<file path="src/rtl/exec_pipe_pkg.sv">
// Shared defaults for the fixed-latency execution pipe and its stage registers.
package exec_pipe_pkg;

   localparam int DEPTH_DEFAULT = 6;
   localparam int WIDTH_DEFAULT = 32;
   localparam int TAG_W_DEFAULT = 4;
   localparam int DEPTH_MAX     = 16;

endpackage

</file>
<file path="src/rtl/exec_pipe_stage.sv">
// One pipe stage: valid bit plus payload/tag register with kill/load/clear/hold control.
module exec_pipe_stage
   import exec_pipe_pkg::*;
#(
   parameter int WIDTH = WIDTH_DEFAULT,
   parameter int TAG_W = TAG_W_DEFAULT
)(
   input  logic             clk,
   input  logic             rst,
   input  logic             kill,
   input  logic             load,
   input  logic             clear,
   input  logic [WIDTH-1:0] load_data,
   input  logic [TAG_W-1:0] load_tag,
   output logic             valid,
   output logic [WIDTH-1:0] data,
   output logic [TAG_W-1:0] tag
);

   // Priority kill > load > clear > hold; a stage refilled while advancing stays valid.
   always_ff @(posedge clk or posedge rst) begin
      if (rst) begin
         valid <= 1'b0;
         data  <= '0;
         tag   <= '0;
      end else begin
         if (kill)
            valid <= 1'b0;
         else if (load)
            valid <= 1'b1;
         else if (clear)
            valid <= 1'b0;

         if (load && !kill) begin
            data <= load_data;
            tag  <= load_tag;
         end
      end
   end

endmodule

</file>
<file path="src/rtl/exec_latency_pipe.sv">
// Fixed-latency execution pipe with bubble collapsing and flush; entries enter at DEPTH-1, leave at 0.
// Optional occupancy output enabled by defining EXEC_LATENCY_PIPE_OCC_EN.
module exec_latency_pipe
   import exec_pipe_pkg::*;
#(
   parameter int DEPTH = DEPTH_DEFAULT,
   parameter int WIDTH = WIDTH_DEFAULT,
   parameter int TAG_W = TAG_W_DEFAULT
)(
   input  logic             clk,
   input  logic             rst,
   input  logic             in_valid,
   output logic             in_ready,
   input  logic [WIDTH-1:0] in_data,
   input  logic [TAG_W-1:0] in_tag,
   output logic             out_valid,
   input  logic             out_ready,
   output logic [WIDTH-1:0] out_data,
   output logic [TAG_W-1:0] out_tag,
   input  logic             flush
`ifdef EXEC_LATENCY_PIPE_OCC_EN
   ,
   output logic [$clog2(DEPTH+1)-1:0] occupancy
`endif
);

   logic [DEPTH-1:0]            v;
   logic [DEPTH-1:0]            adv;
   logic [DEPTH-1:0][WIDTH-1:0] stage_data;
   logic [DEPTH-1:0][TAG_W-1:0] stage_tag;
   logic                        accept;

   // A stage advances when it is live and the stage below is empty or advancing itself.
   always_comb begin
      adv    = '0;
      adv[0] = v[0] & out_ready & ~flush;
      for (int i = 1; i < DEPTH; i++)
         adv[i] = v[i] & (~v[i-1] | adv[i-1]);
   end

   assign in_ready  = ~v[DEPTH-1] | adv[DEPTH-1];
   assign accept    = in_valid & in_ready;
   assign out_valid = v[0] & ~flush;
   assign out_data  = stage_data[0];
   assign out_tag   = stage_tag[0];

   generate
      for (genvar gi = 0; gi < DEPTH; gi++) begin : g_stage
         logic             load;
         logic [WIDTH-1:0] src_data;
         logic [TAG_W-1:0] src_tag;

         if (gi == DEPTH-1) begin : g_entry
            assign load     = accept;
            assign src_data = in_data;
            assign src_tag  = in_tag;
         end else begin : g_inner
            assign load     = adv[gi+1];
            assign src_data = stage_data[gi+1];
            assign src_tag  = stage_tag[gi+1];
         end

         exec_pipe_stage #(
            .WIDTH (WIDTH),
            .TAG_W (TAG_W)
         ) u_stage (
            .clk       (clk),
            .rst       (rst),
            .kill      (flush),
            .load      (load),
            .clear     (adv[gi]),
            .load_data (src_data),
            .load_tag  (src_tag),
            .valid     (v[gi]),
            .data      (stage_data[gi]),
            .tag       (stage_tag[gi])
         );
      end
   endgenerate

`ifdef EXEC_LATENCY_PIPE_OCC_EN
   localparam int OCC_W = $clog2(DEPTH+1);

   logic [OCC_W-1:0] occ_reg;
   logic [OCC_W-1:0] occ_next;

   // Collapsing moves never change the count; only accept, retire and flush do.
   always_comb begin
      occ_next = occ_reg;
      if (flush)
         occ_next = '0;
      else
         occ_next = occ_reg + OCC_W'(accept) - OCC_W'(adv[0]);
   end

   always_ff @(posedge clk or posedge rst) begin
      if (rst)
         occ_reg <= '0;
      else
         occ_reg <= occ_next;
   end

   assign occupancy = occ_reg;
`endif

endmodule
</file>
<file path="config.mk">
export PLATFORM = sky130hd
export DESIGN_NAME = exec_latency_pipe
export DESIGN_NICKNAME = d
export VERILOG_FILES = /design/src/rtl/exec_pipe_pkg.sv /design/src/rtl/exec_pipe_stage.sv /design/src/rtl/exec_latency_pipe.sv
export SDC_FILE = /design/constraint.sdc
export NUM_CORES = 1
export LEC_CHECK = 0
export CAP_MARGIN = 15
export CELL_PAD_IN_SITES_DETAIL_PLACEMENT = 0
export CELL_PAD_IN_SITES_GLOBAL_PLACEMENT = 1
export CORE_ASPECT_RATIO = 1.1
export CORE_UTILIZATION = 50
export DETAILED_ROUTE_END_ITERATION = 10
export PLACE_DENSITY = 0.84
export SYNTH_ARGS = -nofsm -noshare
export SYNTH_HDL_FRONTEND = slang
export SYNTH_HIERARCHICAL = 1
export SYNTH_SLANG_ARGS = --single-unit
</file>
<file path="constraint.sdc">
create_clock -name clk -period 1.96 [get_ports clk]
set_input_delay 0.196 -clock clk [delete_from_list [all_inputs] [get_ports clk]]
set_output_delay 0.196 -clock clk [all_outputs]
set_load 0.01 [all_outputs]
</file>
==> reports/results.txt <==
status -> completed
post-CTS setup buffers -> 0
post-DR wirelength/cell -> 17.7 microns
Final min period -> 1.82 ns
sequential element share of the synthesized area -> 58.7%
post-synthesis mux area share -> 32.8%
CTS Root Buffer Type -> clkbuf_16
Syn. warnings -> 6
row cnt -> 52
Num CTS Buffers -> 23
Power Total -> 16,000 uW
syn avg cell area -> 18.6 sq um
worst r2r src -> g_stage[1].u_stage/valid
Syn Std Cell Area -> 9470 sq um
worst-case clock buffer depth -> 3
Hold Vio Cnt, Final -> 0
actual slew at the worst max-slew pin -> 0.548 ns
Initial Util -> 51.3%
RSZ-0062 raised after global routing -> false
Synth Flop Type -> dfrtp_1
number of synthesized flops with an enable pin -> 0
die area -> 19,500 sq um
Synth Area in XOR/XNOR -> 0%
Synth Area in Simple Gates -> 1.85%
critical path, cell by cell -> and2_4 -> a31oi_1 -> nor2b_4 -> buf_12 -> mux2_4
clk slew on worst S/H paths -> 0.06 ns
initial antenna violation count -> 0
count leader, synth -> dfrtp_1
clk sinks -> 222
Vias -> 4,303
top-area cell type share of the netlist area -> 58.7%
vias in the first global route -> 4,722
Max-Cap Viols -> 0
Skew-Pair Late Insertion Delay -> 0.49 ns
First-pass DRT Iterations -> 4
GR Overflow Total -> 0
Reg2Reg Setup Slack -> 0.14 ns
WL final -> 15,400 microns
biggest area consumer among synthesized cells -> dfrtp_1
CP delay by family, top -> simple AND/OR/NAND/NOR gates
initial drt markers -> 119
Vias/cell -> 4.95
final worst-path cycle share -> 93.0%
main combinational cell family by area after synthesis -> multiplexers
final net count -> 652
area grow syn2layout -> 18.1%
RD Place Congestion -> 0.752
reg2reg end -> g_stage[2].u_stage/data[20]
Buf+Inv Stages, Crit Path -> 1
synthesized flop and latch total -> 222
GRT Overall Usage -> 16.7%
HP Class -> input pin to async pin
Post-DP HPWL -> 10,900 microns
CP Data Required Time -> 2.33 ns
Core Area -> 18,500 sq um
final antenna diode count -> 0
peak supply drop -> 0.000642 V
die span in x -> 133 microns
# setup viols final -> 0
TritonCTS clock tree -> yes
static leakage -> 0.00512 uW
H-tree depth -> 1
post_cts resized -> 1
Synth async-reset ratio -> 100%
post-route ant nets -> 0
Slew Viols, Final -> 0
R2R depth -> 5
CP startpoint kind -> register
# hold bufs at CTS -> 0
net count after synthesis -> 551
Post-synth top cells -> dfrtp_1 (222), mux2_4 (180), mux2_2 (36)
Critical Path End Type -> register
IO Port Bufs -> 78
Crit Path Class -> register to register
number of remaining DRC errors -> 0
Clock Skew -> 0.0122 ns
largest net degree at the start of global routing -> 38
Gate Count Post-Synth -> 510
synth top area cells -> dfrtp_1 (59%), mux2_4 (29%), buf_12 (5.1%)
post-synthesis adder-cell area fraction -> 0%
Layout Utilization -> 60.5%
Worst EP arrival -> 2.19 ns
Synth Area in Compound Gates -> 0.846%
DIE HEIGHT -> 146 microns
Cell variety after synth -> 20
IO Pins -> 79
pwr/cell area -> 1430 nW/um^2
Max-slew headroom -> 63.3%
FMAX -> 0.548 GHz
global-route wire length before repair -> 25,600 microns
share of cells above drive strength 1 -> 45.6%
crit path max fanout -> 30
slowest CP cell -> dfrtp_1
crit-path max cell delay -> 0.39 ns
-- where the power goes --
part / internal, uW / switching (uW) / total (uW) / leakage (uW)
Clock: 2930 / 1690 / 4620 / 0.000403
Sequential: 6350 / 1140 / 7500 / 0.00275
Combinational: 2900 / 1000 / 3900 / 0.00198
-- layout make-up --
| cell class | instances | area [sq um] |
|---|---|---|
| fill | 1345 | 7290 |
| sequential | 222 | 5560 |
| multi-input combinational | 247 | 3360 |
| timing repair buffer | 101 | 1080 |
| clock buffer | 29 | 628 |
| tap | 243 | 304 |
| clock inverter | 12 | 195 |
| inverter | 16 | 60.1 |
-- worst max-delay path by stage --
stage,start,end,slack [ns],cells past startpoint
after floorplan,g_stage[1].u_stage/valid,g_stage[4].u_stage/data[0],0.24,7
after global placement,out_ready,g_stage[2].u_stage/data[30],-0.06,6
after detailed placement,out_ready,g_stage[0].u_stage/data[23],-0.10,6
after CTS,g_stage[0].u_stage/valid,out_valid,0.13,2
after global routing,g_stage[1].u_stage/valid,g_stage[2].u_stage/data[20],0.07,5
final,g_stage[1].u_stage/valid,g_stage[2].u_stage/data[20],0.14,5
-- state kept, by name, indices dropped and copies added, names as in the netlist --
| name | cells |
|---|---|
| g_stage.u_stage/data | 192 |
| g_stage.u_stage/valid | 6 |
| g_stage.u_stage/tag | 24 |
-- worst reg2reg max path: stages (launching register included) --
cell and delay [ns]:
dfrtp_1 0.39, and2_4 0.19, a31oi_1 0.28, nor2b_4 0.24, buf_12 0.25, mux2_4 0.35
-- per-stage QoR --
stage          hold WS [ns]  cell area (sq um)  setup TNS, ns  cells  worst slack [ns]
2_1_floorplan         0.259               9470              0    510             0.243
3_5_place_dp          0.487              10400          -4.93    829            -0.102
6_report             0.0520              11200              0    870             0.137
4_1_cts              0.0337              11200              0    870             0.130
5_1_grt              0.0513              11200              0    870            0.0693
3_3_place_gp          0.487              10400          -3.83    829           -0.0578
-- logic make-up (layout without fill, tap and decap cells) --
logic type             Yosys count  after routing
buffers and inverters           41            158
muxes                          216            216
DFF                            222            222
and+or+nand+nor                 19             19
AOI/OAI and AO/OA               12             12
-- placed cells by master, fill, tap and decap left out, types with 2 or more instances in the layout --
master           instances
nor2b_4                  6
clkbuf_16               23
nand2b_1                 6
clkinv_4                 2
mux2_4                 180
clkdlybuf4s50_1         77
clkinv_1                 6
buf_4                   13
clkinv_2                 4
a21oi_1                  6
a31oi_1                  3
inv_1                   10
clkbuf_8                 3
bufinv_16                5
mux2_2                  36
dfrtp_1                222
clkbuf_1                 3
buf_12                  10
-- layer usage --
layer | global-route usage, % | vias up | part of all wire [%]
met3 | 2.15 | 21 | 2.8
met4 | 4.38 | 0 | 1.8
met1 | 22.3 | 2232 | 46
met5 | 0 | - | 0
li1 | - | 1986 | -
met2 | 28.8 | 64 | 49
Note: power is estimated with default switching activity, not from simulation.
==> RTL edit: new RTL, same flow settings <==
The package constant `DEPTH_DEFAULT` goes from 6 to 3.
--- a/src/rtl/exec_pipe_pkg.sv
+++ b/src/rtl/exec_pipe_pkg.sv
@@ -1,7 +1,7 @@
 // Shared defaults for the fixed-latency execution pipe and its stage registers.
 package exec_pipe_pkg;
 
-   localparam int DEPTH_DEFAULT = 6;
+   localparam int DEPTH_DEFAULT = 3;
    localparam int WIDTH_DEFAULT = 32;
    localparam int TAG_W_DEFAULT = 4;
    localparam int DEPTH_MAX     = 16;
Formal check against the unedited RTL: not equivalent (Yosys sat finds a counterexample within 4 cycles, from zero or initial values and one cycle with rst high).
==> RTL edit against the unedited design <==
- register-to-register slack improved by 0.16 ns
- wire length down 47%
- global-route usage increased by 1.6 points
- setup slack improved by 0.098 ns
- area after synthesis is 50% lower
- utilization increased by 3.7 points
- sequential cell count shrank 111
- power shrank 56%
- design area shrank 48%
- hold slack gained 0.15 ns
==> RTL edit: results (changes against the unedited design) <==
Status
The run finished with clean final reports.

Cells and area
The share of layout cells above drive strength 1 is 40.8% (-4.8 points). The area used by multi-input combinational logic came to 1690 sq um (-50%). The total of fill cells in the finished design is 675 (-50%). The largest registers in the layout are g_stage.u_stage/data: 96 flops, g_stage.u_stage/tag: 12 flops, g_stage.u_stage/valid: 3 flops. The final layout net count is 384 (-41%).

Clocking
The maximum level of the CTS H-tree is 3 (+2). The maximum clock path buffer count was 2 (-1). The cell sitting at the root of the clock tree is a sky130_fd_sc_hd__clkbuf_8. The total clock buffers created by CTS is 9 (-61%). The clock transition at the registers of the reported paths is 0.10 ns (+0.04 ns). The insertion delay of the later-clocked pin in the worst-skew pair is 0.37 ns (-0.12 ns).

Power
The peak supply drop came to 654 uV (+1.9%). The leakage power total is 0.00261 uW (-49%).

Timing
The actual transition at the worst max-transition pin is 0.511 ns (-0.0372 ns). The clock skew is 0.0104 ns (-0.00174 ns).

Worst setup path
The slowest stage cell on the critical path is sky130_fd_sc_hd__clkdlybuf4s50_1. In this run the worst setup path terminates at out_valid. The worst-case register-to-register setup slack is 0.30 ns (+0.16 ns). The critical path arrival was 1.53 ns (-0.66 ns). In this run the critical register-to-register path is captured at g_stage[1].u_stage/data[5]. The depth of the most critical reg-to-reg path was 4 (-1). The highest net fanout along the worst path came to 7 (-77%). The largest stage delay on the critical path is 0.53 ns (+0.14 ns). Tracing the worst setup path back leads to its startpoint at flush.

Synthesis
The synthesized net count is 296 (-46%). The commonest cells after synthesis are 111 x sky130_fd_sc_hd__dfrtp_1, 90 x sky130_fd_sc_hd__mux2_4, 18 x sky130_fd_sc_hd__mux2_2, 12 x sky130_fd_sc_hd__buf_12, 8 x sky130_fd_sc_hd__inv_1. By area the synthesized netlist is led by sky130_fd_sc_hd__dfrtp_1 59%, sky130_fd_sc_hd__mux2_4 29%, sky130_fd_sc_hd__buf_12 5.1%, sky130_fd_sc_hd__mux2_2 4.3%, sky130_fd_sc_hd__nor2b_4 0.87%. The distinct cell type count after synthesis was 15 (-25%). The share of the yosys chip area belonging to registers is 58.7% (about the same).

Global route
The global router's overall resource usage is 18.3% (+1.6 points). The wire length of the first global-routing pass came to 13.5 mm (-47%). The number of global-route vias before repair came to 2,531 (-46%).

Place
The HPWL after detailed placement is 5.48 mm (-50%). The routability-driven placement congestion ratio came to 0.690 (-8.2%). The total placed instance area is 5600 sq um (-46%).

Drt
The initial DRC count is 83 (-30%). The vias per cell was 5.01 (+1.3%). The final wirelength is 8.11 mm (-47%).
RTL edit: through the flow:
stage / setup slack, ns / instances / hold WS [ns]
floorplan: 0.438 / 255 / 0.259
global placement: -0.0139 / 446 / 0.485
detailed placement: -0.0886 / 446 / 0.494
CTS: 0.221 / 462 / 0.195
global route: 0.168 / 462 / 0.210
finish: 0.234 / 462 / 0.205
RTL edit: cells by family after synthesis:
group | share of synthesized area [%]
AOI/OAI and AO/OA | 0.793
muxes | 32.8
DFF | 58.7
and+or+nand+nor | 1.98
buffers and inverters | 5.71
RTL edit: final cells by class:
class | instances | area share, %
tap | 114 | 2.46
multi-input combinational | 124 | 29.1
inverter | 8 | 0.519
clock inverter | 6 | 0.886
timing repair buffer | 89 | 16.6
sequential | 111 | 48.0
clock buffer | 10 | 2.38
RTL edit: critical path, delay by kind of cell:
kind	cells	cell delay (ns)
buffers and inverters	3	1.12
AND/OR/NAND/NOR	1	0.21
RTL edit: worst min path at each step:
stage,slack [ns],endpoint,cells past startpoint
floorplan,0.26,g_stage[0].u_stage/valid,1
global placement,0.48,g_stage[1].u_stage/data[5],1
CTS,0.19,g_stage[0].u_stage/data[10],2
global route,0.21,g_stage[0].u_stage/data[11],2
detailed placement,0.49,g_stage[0].u_stage/data[6],1
finish,0.21,g_stage[0].u_stage/data[16],2
RTL edit: per-layer routing:
metal	share of wire (%)	vias up	GRT usage, %
met4	1.2	0	5.84
li1	-	1054	-
met1	46	1202	25.5
met2	50	49	28.6
met3	3.2	10	3.65
met5	0	-	0
RTL edit: power by group:
| group | internal, uW | switching [uW] |
|---|---|---|
| combinational | 1630 | 651 |
| sequential | 3010 | 457 |
| clock | 521 | 773 |
| total | 5160 | 1880 |
